## src/rtl/dlx_pkg.sv

```systemverilog
// Shared DLX pipeline definitions: NOP encoding, jump types, instruction field
// positions and the instruction-fetch state encoding.
package dlx_pkg;

  localparam logic [5:0]  NOP_OPCODE = 6'h00;
  localparam logic [5:0]  NOP_FUNCT  = 6'h15;
  localparam logic [31:0] NOP_INSTR  = {NOP_OPCODE, 20'h0_0000, NOP_FUNCT};

  typedef enum logic [1:0] {
    JT_NONE = 2'b00,
    JT_BR   = 2'b01,
    JT_J    = 2'b10,
    JT_JR   = 2'b11
  } jump_type_e;

  typedef enum logic [1:0] {
    IF_FETCH = 2'd0,
    IF_FULL  = 2'd1,
    IF_DROP  = 2'd2
  } if_state_e;

  // Source of the next instruction register value.
  typedef enum logic [1:0] {
    IR_HOLD = 2'd0,
    IR_NOP  = 2'd1,
    IR_MEM  = 2'd2,
    IR_BUF  = 2'd3
  } ir_sel_e;

  // DLX numbers instruction bits from the MSB: inst[0] is bit 31 here.
  localparam int OPCODE_MSB = 31;
  localparam int OPCODE_LSB = 26;
  localparam int RS1_MSB    = 25;
  localparam int RS1_LSB    = 21;
  localparam int RS2_MSB    = 20;
  localparam int RS2_LSB    = 16;
  localparam int RD_MSB     = 15;
  localparam int RD_LSB     = 11;
  localparam int IMMD_MSB   = 15;
  localparam int IMMD_LSB   = 0;
  localparam int FUNCT_MSB  = 5;
  localparam int FUNCT_LSB  = 0;

  function automatic logic [31:0] sext16(input logic [15:0] v);
    return {{16{v[15]}}, v};
  endfunction

  function automatic logic [31:0] sext26(input logic [25:0] v);
    return {{6{v[25]}}, v};
  endfunction

endpackage

```

## src/rtl/ifetch_target.sv

```systemverilog
// Redirect target computation for instruction fetch: PC-relative branch/jump
// adds (wrapping modulo 2^32) or the register-sourced jump target.
module ifetch_target
  import dlx_pkg::*;
(
  input  logic [1:0]  jump_type_i,
  input  logic [31:0] pc_plus_four_i,
  input  logic [15:0] immd_i,
  input  logic [25:0] joffset_i,
  input  logic [31:0] jreg_target_i,
  output logic [31:0] target_o
);

  always_comb begin
    target_o = jreg_target_i;
    case (jump_type_i)
      JT_BR:   target_o = pc_plus_four_i + sext16(immd_i);
      JT_J:    target_o = pc_plus_four_i + sext26(joffset_i);
      JT_JR:   target_o = jreg_target_i;
      default: target_o = jreg_target_i;
    endcase
  end

endmodule

```

## src/rtl/ifetch_stage.sv

```systemverilog
// DLX instruction fetch stage: PC, single-outstanding imem port, registered
// instruction fields for Decode. Define IFETCH_PERF_EN to add perf counters.
module ifetch_stage
  import dlx_pkg::*;
#(
  parameter logic [31:0] RESET_PC = 32'h0000_0000
) (
  input  logic        clk,
  input  logic        reset,
  input  logic        stall,
  input  logic [1:0]  JumpType,
  input  logic        BranchCond,
  input  logic        BranchResult,
  input  logic [31:0] DecodePCPlusFour,
  input  logic [15:0] DecodeImmd,
  input  logic [25:0] DecodeJOffset,
  input  logic [31:0] JumpRegTarget,
  output logic        IMemReq,
  output logic [31:0] IMemAddr,
  input  logic [31:0] IMemData,
  input  logic        IMemValid,
  output logic [5:0]  NextOpCode,
  output logic [4:0]  NextRs1,
  output logic [4:0]  NextRs2,
  output logic [4:0]  NextRd,
  output logic [15:0] NextImmd,
  output logic [5:0]  NextFunct,
`ifdef IFETCH_PERF_EN
  output logic [31:0] FetchCount,
  output logic [31:0] BubbleCount,
  output logic [31:0] FlushCount,
`endif
  output logic [31:0] NextPCPlusFour
);

  if_state_e   state_q, state_d;
  ir_sel_e     ir_sel;
  logic [31:0] pc_q, pc_d;
  logic [31:0] addr_q, addr_d;
  logic        req_q, req_d;
  logic [31:0] ir_q, ir_d;
  logic [31:0] npc_q, npc_d;
  logic [31:0] buf_q, buf_d;
  logic [31:0] bufpc_q, bufpc_d;
  logic [31:0] target;
  logic [31:0] pc_plus_four;
  logic        valid_acc;
  logic        redirect;

  ifetch_target u_target (
    .jump_type_i    (JumpType),
    .pc_plus_four_i (DecodePCPlusFour),
    .immd_i         (DecodeImmd),
    .joffset_i      (DecodeJOffset),
    .jreg_target_i  (JumpRegTarget),
    .target_o       (target)
  );

  // A valid pulse with no request outstanding is a protocol error; drop it.
  assign valid_acc    = IMemValid & req_q;
  assign pc_plus_four = pc_q + 32'd4;
  assign redirect     = !stall &
                        (((JumpType == JT_BR) && (BranchResult == BranchCond)) ||
                         (JumpType == JT_J) || (JumpType == JT_JR));

  always_comb begin
    state_d = state_q;
    pc_d    = pc_q;
    npc_d   = npc_q;
    buf_d   = buf_q;
    bufpc_d = bufpc_q;
    ir_sel  = IR_HOLD;

    case (state_q)
      IF_FETCH: begin
        if (redirect) begin
          pc_d   = target;
          ir_sel = IR_NOP;
          if (!valid_acc) state_d = IF_DROP;
        end else if (valid_acc) begin
          pc_d = pc_plus_four;
          if (stall) begin
            buf_d   = IMemData;
            bufpc_d = pc_plus_four;
            state_d = IF_FULL;
          end else begin
            ir_sel = IR_MEM;
            npc_d  = pc_plus_four;
          end
        end else if (!stall) begin
          ir_sel = IR_NOP;
        end
      end

      IF_FULL: begin
        if (redirect) begin
          pc_d    = target;
          ir_sel  = IR_NOP;
          state_d = IF_FETCH;
        end else if (!stall) begin
          ir_sel  = IR_BUF;
          npc_d   = bufpc_q;
          state_d = IF_FETCH;
        end
      end

      IF_DROP: begin
        // Waiting out the squashed request; the latest redirect target wins.
        if (redirect) begin
          pc_d   = target;
          ir_sel = IR_NOP;
        end else if (!stall) begin
          ir_sel = IR_NOP;
        end
        if (valid_acc) state_d = IF_FETCH;
      end

      default: begin
        state_d = IF_FETCH;
        ir_sel  = IR_NOP;
      end
    endcase

    case (ir_sel)
      IR_NOP:  ir_d = NOP_INSTR;
      IR_MEM:  ir_d = IMemData;
      IR_BUF:  ir_d = buf_q;
      default: ir_d = ir_q;
    endcase

    req_d  = (state_d != IF_FULL);
    addr_d = (state_d == IF_DROP) ? addr_q : pc_d;
  end

  always_ff @(posedge clk or posedge reset) begin
    if (reset) begin
      state_q <= IF_FETCH;
      pc_q    <= RESET_PC;
      addr_q  <= RESET_PC;
      req_q   <= 1'b0;
      ir_q    <= NOP_INSTR;
      npc_q   <= 32'h0;
      buf_q   <= 32'h0;
      bufpc_q <= 32'h0;
    end else begin
      state_q <= state_d;
      pc_q    <= pc_d;
      addr_q  <= addr_d;
      req_q   <= req_d;
      ir_q    <= ir_d;
      npc_q   <= npc_d;
      buf_q   <= buf_d;
      bufpc_q <= bufpc_d;
    end
  end

`ifdef IFETCH_PERF_EN
  logic [31:0] fetch_cnt_q, bubble_cnt_q, flush_cnt_q;

  always_ff @(posedge clk or posedge reset) begin
    if (reset) begin
      fetch_cnt_q  <= 32'h0;
      bubble_cnt_q <= 32'h0;
      flush_cnt_q  <= 32'h0;
    end else begin
      if ((ir_sel == IR_MEM) || (ir_sel == IR_BUF)) fetch_cnt_q <= fetch_cnt_q + 32'd1;
      if ((ir_sel == IR_NOP) && !redirect)          bubble_cnt_q <= bubble_cnt_q + 32'd1;
      if (redirect)                                 flush_cnt_q <= flush_cnt_q + 32'd1;
    end
  end

  assign FetchCount  = fetch_cnt_q;
  assign BubbleCount = bubble_cnt_q;
  assign FlushCount  = flush_cnt_q;
`endif

  assign IMemReq        = req_q;
  assign IMemAddr       = addr_q;
  assign NextOpCode     = ir_q[OPCODE_MSB:OPCODE_LSB];
  assign NextRs1        = ir_q[RS1_MSB:RS1_LSB];
  assign NextRs2        = ir_q[RS2_MSB:RS2_LSB];
  assign NextRd         = ir_q[RD_MSB:RD_LSB];
  assign NextImmd       = ir_q[IMMD_MSB:IMMD_LSB];
  assign NextFunct      = ir_q[FUNCT_MSB:FUNCT_LSB];
  assign NextPCPlusFour = npc_q;

endmodule

```

## config.mk

```make
export PLATFORM = sky130hd
export DESIGN_NAME = ifetch_stage
export DESIGN_NICKNAME = d
export VERILOG_FILES = /design/src/rtl/dlx_pkg.sv /design/src/rtl/ifetch_target.sv /design/src/rtl/ifetch_stage.sv
export SDC_FILE = /design/constraint.sdc
export NUM_CORES = 1
export LEC_CHECK = 0
export CAP_MARGIN = 20
export CORE_ASPECT_RATIO = 1.4
export CORE_MARGIN = 4
export CORE_UTILIZATION = 52
export DETAILED_ROUTE_END_ITERATION = 12
export PLACE_DENSITY = 0.81
export SYNTH_ARGS = -nofsm -noshare
export SYNTH_HDL_FRONTEND = slang
export SYNTH_SLANG_ARGS = --single-unit
```

## constraint.sdc

```tcl
create_clock -name clk -period 6.7 [get_ports clk]
set_input_delay 0.67 -clock clk [delete_from_list [all_inputs] [get_ports clk]]
set_output_delay 0.67 -clock clk [all_outputs]
set_load 0.03 [all_outputs]
```

Word-level counts from Yosys, hierarchy flattened
Index checks and enable logic that the tools add are counted.
W data, S select, Z words.

word-level totals
  input bits = 146
  bits in registers = 195
  word-level logic and storage cells = 68

operators by class
  add/subtract/negate cells = 3
  muxes and demuxes = 28
  bitwise logic cells = 3
  equal/unequal tests = 16
  reduce and logical (&&, ||, !) cells = 10

operators with widths
  operator                 number
  $mux W32                 8
  $pmux W32 S2             3
  $pmux W32 S3             1
  $add A32 B32 Y32         2
  $add A32 B3 Y32 const B  1
  $mux W2                  13
  $eq A2 B2 Y1 const B     6
  $pmux W2 S3              2
  $ne A2 B2 Y1 const B     5
  $eq A2 B1 Y1 const B     3
  $reduce_and A6 Y1        1
  $reduce_and A4 Y1        1
  $reduce_bool A3 Y1       1
  $and A1 B1 Y1            2
  $logic_not A2 Y1         1
  $logic_or A1 B1 Y1       2
  $ne A2 B1 Y1 const B     1
  $reduce_bool A2 Y1       1
  $reduce_or A2 Y1         1
  $eq A1 B1 Y1             1
  $logic_and A1 B1 Y1      1
  $logic_not A1 Y1         1
  $mux W1                  1
  $not A1 Y1               1

Depth between registers and ports, before layout
Gate-level depths: netlist (run 1).

  depth after elaboration = 9
  depth in mapped cells = 16
  gate-level depth less buffers = 14

Modules after synthesis
Synthesis (run 1) repeated with hierarchy kept, for this count alone.

unflattened totals
  cell total of the unflattened synthesis = 1362
  area, all modules = 12579.6 sq um

by module, submodules not included
  module         times used  cells an instance  area each (sq um)
  ifetch_stage   1           980                10028.4
  ifetch_target  1           382                2551.2

Least setup slack after synthesis (run 1)
OpenSTA, ideal clock, no wires.

  path type = input-to-reg
  start = in JumpType[0]
  end = reg addr_q[16] (netlist: IMemAddr[16])
  data required time = 6.575 ns
  stages = 15
  buffers on the path = 2
  path slack = 2.445 ns
  data arrival time = 4.130 ns
  path through = inv_1 -> ha_1 -> clkbuf_1 -> buf_1 -> mux2_2 -> ha_1 -> fa_1 -> nand3_1 -> a2111oi_1 -> or3_1 -> o31a_1 -> or3_1 -> a21oi_1 -> o21ai_0 -> mux2_2

on the way
  elaborated cells between the ends (all ways) = 15

RTL lines
  element                      line                                                         RTL
  start: declaration           ifetch_stage.sv:11                                           input logic [1:0] JumpType,
  $eq A2 B1 Y1                 ifetch_target.sv:16, ifetch_stage.sv:63
  $logic_and A1 B1 Y1          ifetch_stage.sv:63                                           (((JumpType == JT_BR) && (BranchResult == BranchCond)) ||
  $logic_or A1 B1 Y1           ifetch_stage.sv:63
  $logic_or A1 B1 Y1           ifetch_stage.sv:64                                           (JumpType == JT_J) || (JumpType == JT_JR));
  $and A1 B1 Y1                ifetch_stage.sv:62                                           assign redirect = !stall &
  $mux W32 (on tied branches)  ifetch_stage.sv:96, ifetch_stage.sv:109, ifetch_stage.sv:76
  $pmux W32 S2 (*)             ifetch_stage.sv:74                                           case (state_q)
  via pc_d[16]                 ifetch_stage.sv:38                                           logic [31:0] pc_q, pc_d;
  end signal: assignment       ifetch_stage.sv:148                                          addr_q <= addr_d;
  end: declaration             ifetch_stage.sv:39                                           logic [31:0] addr_q, addr_d;

The timed path passes the listed nets; every way through them passes the cells marked *.
A chain may end at the register's enable or synchronous reset.

Worst setup path in the final report (run 1)
  start = in JumpType[0]
  end = reg addr_q[29] (netlist: IMemAddr[29])

Same word-level chain as after synthesis.

==> qor.yml, run 1 <==
power:
  leakage_nw: 6.47
  vdd_drop_max_mv: 0.240
  power-per-cell-area_nw_per_um2: 428
synth:
  synth_seq_cells: 195
  proportion_of_netlist_area_held_by_the_largest_area_contributor_pct: 40.4
  ys_types: 77
  yosys.area.top_type: "sky130_fd_sc_hd__dfrtp_1"
  synth_enable_flop_cells: 0
  post_synth_instance_area_um2: 11900
  synthAdderAreaFrac_pct: 5.11
  synth-compound-area-share_pct: 20.4
  ys_async_sr_fraction_pct: 100
  synth.mux.area_fraction_pct: 7.82
  post_synth.cell_area_avg_um2: 8.73
  ys.flop_type: "sky130_fd_sc_hd__dfrtp_1"
  combinational_family_with_the_most_area_after_synthesis: "compound AO/OA/AOI/OAI gates"
  yosys.area_share.xor_xnor_pct: 3.75
  synthCells: 1364
  synth.top_cells.by_area: "sky130_fd_sc_hd__dfrtp_1 (40%), sky130_fd_sc_hd__nand2_1 (7.3%), sky130_fd_sc_hd__mux2_2 (6.4%)"
  synth_warnings: 0
  synth_nets: 1558
  synth_simple_gate_area_share_pct: 17.5
  synth-seq-area-share_pct: 41.0
floorplanning:
  start_util_pct: 52.8
  die_width_um: 136
  rows: 65
  dieArea_um2: 25400
  floorplan.die.height_um: 187
  total_core_area_um2: 22500
  io_pins: 254
critical_path:
  worst-path-max-fanout: 18
  endpoint_required_time_on_the_critical_path_ns: 7.02
  class_of_the_most_critical_setup_path: "in2reg"
  cp_data_arrival_time_ns: 5.28
  cpMaxStageDelayCell: "sky130_fd_sc_hd__a2111oi_1"
  cpPeakStageDelay_ns: 0.89
  critical_path_buf_inv_count: 2
  critical_path.cell_chain: "clkdlybuf4s50_1 -> inv_1 -> ha_1 -> mux2_2 -> ha_1 -> a211oi_1 -> o211ai_1 -> a22o_1 -> a2111oi_1 -> o31a_1 -> mux2i_1 -> a221oi_2 -> mux2_2"
  critical_path.startpoint_type: "primary input"
  crit_path_end_kind: "flop"
  crit_family: "compound AO/OA/AOI/OAI gates"
timing:
  fin_worst_skew_ns: 0.0137
  timing_hold_violations_final: 0
  setup_repair_after_global_routing_missed_its_margin: "false"
  maxClockFrequency_mhz: 202
  worstMarginPinSlew_ns: 1.08
  timing.final.crit_share_pct: 74.0
  headroom_to_the_max_slew_limit_pct: 28.1
  finalCriticalPeriod_ns: 4.96
  timing.setup.tns_ns: 0
  final-max-slew-violation-count: 0
  setup_viols_final: 0
final_layout:
  final_common_cell: "sky130_fd_sc_hd__clkdlybuf4s50_1"
  layout_common_cells: "sky130_fd_sc_hd__clkdlybuf4s50_1 (253), sky130_fd_sc_hd__nand2_1 (230), sky130_fd_sc_hd__dfrtp_1 (192)"
  area_delta_synth_final_pct: 26.4
  share_of_final_layout_standard_cells_stronger_than_drive_strength_1_pct: 9.00
  postLayoutCellArea_um2: 15000
  finish.net_count: 1747
drt:
  vias_per_cell: 5.94
  violation_count_after_the_first_detailed_routing_iteration: 797
  antenna_violating_nets_post_route: 0
  dr_drc_count: 0
  finalWirelength_mm: 35.2
  detail_route.first_pass.iterations: 5
  wl_per_cell_um: 18.8
  detailed_route_via_count: 11089
global_route:
  grt_max_degree: 139
  grt_usage_pct: 27.4
  antenna_violations_before_repair: 1
  globalRouteOverflowTotal: 0
  grt_pass1_vias: 11165
  global_route_wire_length_before_repair_mm: 56.7
cts:
  postCtsHoldBufs: 0
  post_cts_resized: 0
  cts_post_setup_buffers_inserted: 0
  clock_insertion_delay_worst_skew_ns: 0.44
  ctsHtreeMaxLevel: 4
  cts_tree: "built"
  clock_sink_count: 195
  clock_path_buffers: 2
  clk_pin_slew_worst_paths_ns: 0.07
  cts_made_buffers: 17
  clk_root_buffer_cell: "sky130_fd_sc_hd__clkbuf_16"
run:
  max_cap_viol_count: 0
placed_design:
  placed_instance_area_um2: 14500
  placement.io_buffers: 253
  post-dp-hpwl_mm: 25.8
  gp_routability_congestion: 0.918
status:
  outcome: "finished clean"
min_path:
  hold_path.class: "reg2reg"
[cell type report]
cell class / instances / area, µm²
Fill cell: 1857 / 7480
Multi-Input combinational cell: 1058 / 6530
Sequential cell: 195 / 4880
Timing Repair Buffer: 262 / 2610
Clock buffer: 19 / 443
Tap cell: 301 / 377
Clock inverter: 13 / 116
Inverter: 19 / 78.8
Antenna cell: 1 / 2.50
[per-layer routing]
layer	part of all wire, %	global-route usage (%)
met3	7.5	3.96
met2	50	47.8
met5	0	0
met4	3.0	10.6
met1	39	33.9
[path summary, 6_finish.rpt]
| kind | start | end | slack (ns) | cells past startpoint |
|---|---|---|---|---|
| setup / recovery | JumpType[0] | IMemAddr[29]$_DFFE_PP0P_ | 1.74 | 13 |
| hold / removal | NextPCPlusFour[29]$_DFFE_PP0P_ | NextPCPlusFour[29]$_DFFE_PP0P_ | 0.48 | 1 |
| setup reg to reg | state_q[1]$_DFF_PP0_ | bufpc_q[12]$_DFFE_PP0P_ | 2.87 | 7 |
| hold reg to reg | NextPCPlusFour[29]$_DFFE_PP0P_ | NextPCPlusFour[29]$_DFFE_PP0P_ | 0.48 | 1 |
| max in group asynchronous | reset | state_q[0]$_DFF_PP0_ | 4.54 | 3 |
| min in group asynchronous | reset | buf_q[5]$_DFFE_PP0P_ | 0.86 | 2 |
[power breakdown]
part,switching [mW],leakage (nW),total (mW),internal (mW)
clock,0.476,0.275,0.975,0.499
combinational,1.98,3.70,3.32,1.34
sequential,0.427,2.49,2.14,1.72
total,2.89,6.47,6.44,3.55
[logic make-up after synthesis]
kind of cell               count (synthesis)
adders and majority gates                 48
and+or+nand+nor                          481
buffers and inverters                    111
AOI/OAI and AO/OA                        394
DFF                                      195
muxes                                     84
xor gates and xnor gates                  51
[cell usage after synthesis (all sizes together), types with 5 or more instances]
cell type  instances
nand4             13
a22oi              7
a21o              19
o31ai              7
and2               7
mux2              69
xor2              22
buf               20
o211ai             9
nand2            232
or3                7
nand3             18
inv               18
ha                47
o221ai            10
xnor2             29
a21boi             5
nor4              10
and4               5
clkbuf            71
a211oi            14
a221o              6
and3              12
mux2i             15
nor3              15
dfrtp            192
a31oi             46
o22ai              7
nand2b             5
a211o              6
o21ai            114
nor2             145
a21oi            109
[state kept, by name, summed over array words and instances, names as in the netlist]
register	count
IMemAddr	32
NextPCPlusFour	32
buf_q	32
bufpc_q	32
ir_q	32
pc_q	32
state_q	2
IMemReq	1
[through the flow]
stage / hold slack [ns] / total power [mW] / std cells / util [%] / worst slack (ns)
2_1_floorplan: 0.450 / 4.27 / 1364 / - / 0.723
4_1_cts: 0.481 / 6.42 / 1865 / 66.6 / 1.82
3_5_place_dp: 0.465 / 5.43 / 1833 / 64.2 / 1.37
3_3_place_gp: 0.459 / 5.33 / 1833 / 64.2 / 1.42
5_1_grt: 0.499 / 6.84 / 1868 / 66.8 / 1.57
6_report: 0.477 / 6.44 / 1868 / 66.8 / 1.74
No activity file was read; power rests on OpenSTA's default activity.
==> run 2, diff against run 1 <==
CORE_UTILIZATION = 47   (was 52)
PLACE_DENSITY = 0.78   (was 0.81)
clock period = 4.5 ns   (was 6.7 ns; I/O delays follow)
==> run 2 against run 1 <==
Effect of this change: core utilization fell by 5.5 points; via count fell by 0.88%; hold slack got worse by 0.028 ns; die area rose by 10%; non-clock buffer count rose by 22; largest cell class unchanged; clock skew is 0.0013 ns lower; final area rose by 1.2%; critical endpoint is now IMemAddr[30]$_DFFE_PP0P_; sequential cell count is the same; register-to-register slack got worse by 1.6 ns; critical path type unchanged; setup slack worse by 1.3 ns; sequential share of layout area decreased by 0.39 points.
==> qor.yml, run 2 (same netlist as run 1, synthesis figures left out) <==
final_layout:
  final_common_cell: "sky130_fd_sc_hd__clkdlybuf4s50_1"
  area_delta_synth_final_pct: 28.0
  fillerInstances: 2196
  postLayoutCellArea_um2: 15200
  stdcell_count: 1903
  finish.net_count: 1769
  seq_area_um2: 4880
  share_of_final_layout_standard_cells_stronger_than_drive_strength_1_pct: 10.2
  multi_input_gate_area_in_the_final_layout_um2: 6530
  layout_common_cells: "sky130_fd_sc_hd__clkdlybuf4s50_1 (253), sky130_fd_sc_hd__nand2_1 (230), sky130_fd_sc_hd__dfrtp_1 (192)"
  num_antenna_cells: 0
  final_core_util_pct: 61.3
timing:
  fin_worst_skew_ns: 0.0124
  timing.setup.tns_ns: 0
  timing.final.crit_share_pct: 91.1
  worstMarginPinSlew_ns: 1.07
  timing_hold_violations_final: 0
  finalCriticalPeriod_ns: 4.10
  fin_ws_ns: 0.400
  headroom_to_the_max_slew_limit_pct: 27.8
  final-max-slew-violation-count: 0
  maxClockFrequency_mhz: 244
  setup_viols_final: 0
  setup_repair_after_global_routing_missed_its_margin: "false"
cts:
  postCtsHoldBufs: 0
  cts_tree: "built"
  cts_post_setup_buffers_inserted: 0
  clock_path_buffers: 2
  cts_made_buffers: 17
  clock_sink_count: 195
  post_cts_resized: 0
  clk_root_buffer_cell: "sky130_fd_sc_hd__clkbuf_16"
  clk_pin_slew_worst_paths_ns: 0.08
  ctsHtreeMaxLevel: 4
  clock_insertion_delay_worst_skew_ns: 0.43
global_route:
  grt_usage_pct: 24.5
  antenna_violations_before_repair: 0
  grt_pass1_vias: 10901
  globalRouteOverflowTotal: 0
  grt_max_degree: 151
  global_route_wire_length_before_repair_mm: 55.9
critical_path:
  critical_path.startpoint_type: "primary input"
  crit_path_end_kind: "flop"
  class_of_the_most_critical_setup_path: "in2reg"
  worst-path-max-fanout: 18
  cp_data_arrival_time_ns: 4.42
  endpoint_required_time_on_the_critical_path_ns: 4.82
  rr_worst_depth: 9
floorplanning:
  total_core_area_um2: 24800
  start_util_pct: 47.9
  die_width_um: 142
  rows: 68
  floorplan.die.height_um: 196
  dieArea_um2: 28000
  io_pins: 254
placed_design:
  dp.cells: 1870
  dpl_worst_slack_ns: 0.0366
  placed_instance_area_um2: 14700
  gp_routability_congestion: 0.920
  placement.io_buffers: 253
  post-dp-hpwl_mm: 26.1
drt:
  finalWirelength_mm: 34.8
  violation_count_after_the_first_detailed_routing_iteration: 698
  detailed_route_via_count: 10991
  wl_per_cell_um: 18.3
  dr_drc_count: 0
  antenna_violating_nets_post_route: 0
  vias_per_cell: 5.78
  detail_route.first_pass.iterations: 5
run:
  max_cap_viol_count: 0
power:
  power-per-cell-area_nw_per_um2: 629
  leakage_nw: 6.55
  vdd_drop_max_mv: 0.319
min_path:
  hold_path.class: "in2async"
status:
  outcome: "finished clean"
==> run 2: cell count changes in the layout (fill, tap and decap cells not counted) <==
cell	before	now
sky130_fd_sc_hd__a21oi_2	3	2
sky130_fd_sc_hd__inv_8	4	3
sky130_fd_sc_hd__diode_2	1	0
sky130_fd_sc_hd__clkinv_2	1	0
sky130_fd_sc_hd__clkinv_4	4	0
sky130_fd_sc_hd__buf_12	1	2
sky130_fd_sc_hd__clkinvlp_4	1	6
sky130_fd_sc_hd__buf_4	8	29
sky130_fd_sc_hd__inv_6	4	5
sky130_fd_sc_hd__a21oi_1	106	107
==> run 2: where the power goes <==
part,switching (mW),leakage [nW],total (mW),internal (mW)
combinational,2.93,3.81,4.95,2.02
clock,0.710,0.259,1.45,0.743
sequential,0.624,2.49,3.18,2.56
total,4.27,6.55,9.59,5.32
==> run 2: final cells by class <==
class | count | share of cell area [%]
Clock buffer | 19 | 2.91
Clock inverter | 13 | 0.756
Inverter | 19 | 0.493
Multi-Input combinational cell | 1058 | 42.9
Sequential cell | 195 | 32.1
Tap cell | 315 | 2.59
Timing Repair Buffer | 284 | 18.3
==> run 2: final timing paths <==
path                                                 from                        endpoint  slack (ns)
max                                           JumpType[0]        IMemAddr[30]$_DFFE_PP0P_        0.40
min                                                 reset   NextPCPlusFour[4]$_DFFE_PP0P_        0.45
max reg2reg                          state_q[0]$_DFF_PP0_         IMemAddr[8]$_DFFE_PP0P_        1.25
min reg2reg                NextPCPlusFour[13]$_DFFE_PP0P_  NextPCPlusFour[13]$_DFFE_PP0P_        0.48
max in group asynchronous                           reset  NextPCPlusFour[30]$_DFFE_PP0P_        2.85
min in group clk           NextPCPlusFour[13]$_DFFE_PP0P_  NextPCPlusFour[13]$_DFFE_PP0P_        0.48
==> run 2: critical path, stage by stage <==
cell,delay [ns]
sky130_fd_sc_hd__clkdlybuf4s50_1,0.52
sky130_fd_sc_hd__inv_1,0.08
sky130_fd_sc_hd__ha_1,0.23
sky130_fd_sc_hd__buf_12,0.17
sky130_fd_sc_hd__mux2_2,0.22
sky130_fd_sc_hd__ha_1,0.20
sky130_fd_sc_hd__fa_1,0.23
sky130_fd_sc_hd__nand3_1,0.12
sky130_fd_sc_hd__a2111oi_1,0.69
sky130_fd_sc_hd__nor4_2,0.14
sky130_fd_sc_hd__a2111o_1,0.54
sky130_fd_sc_hd__nand3_2,0.14
sky130_fd_sc_hd__a31oi_1,0.09
sky130_fd_sc_hd__o31a_1,0.33
sky130_fd_sc_hd__mux2_4,0.26
==> run 2: routing by layer <==
| layer | share of wire [%] | routed length [µm] | up-vias | global-route usage (%) |
|---|---|---|---|---|
| met1 | 42 | 14500 | 5196 | 31.9 |
| met4 | 2.7 | 947 | 0 | 7.93 |
| met3 | 5.8 | 2040 | 67 | 2.90 |
| met2 | 50 | 17400 | 457 | 42.1 |
| met5 | 0 | 0 | - | 0 |
| li1 | - | - | 5271 | - |
==> run 2: stage by stage <==
step	total power, mW	hold WS [ns]
3_3_place_gp	7.98	0.461
5_1_grt	10.2	0.506
6_report	9.59	0.449
4_1_cts	9.59	0.455
3_5_place_dp	8.12	0.469
2_1_floorplan	6.35	0.450
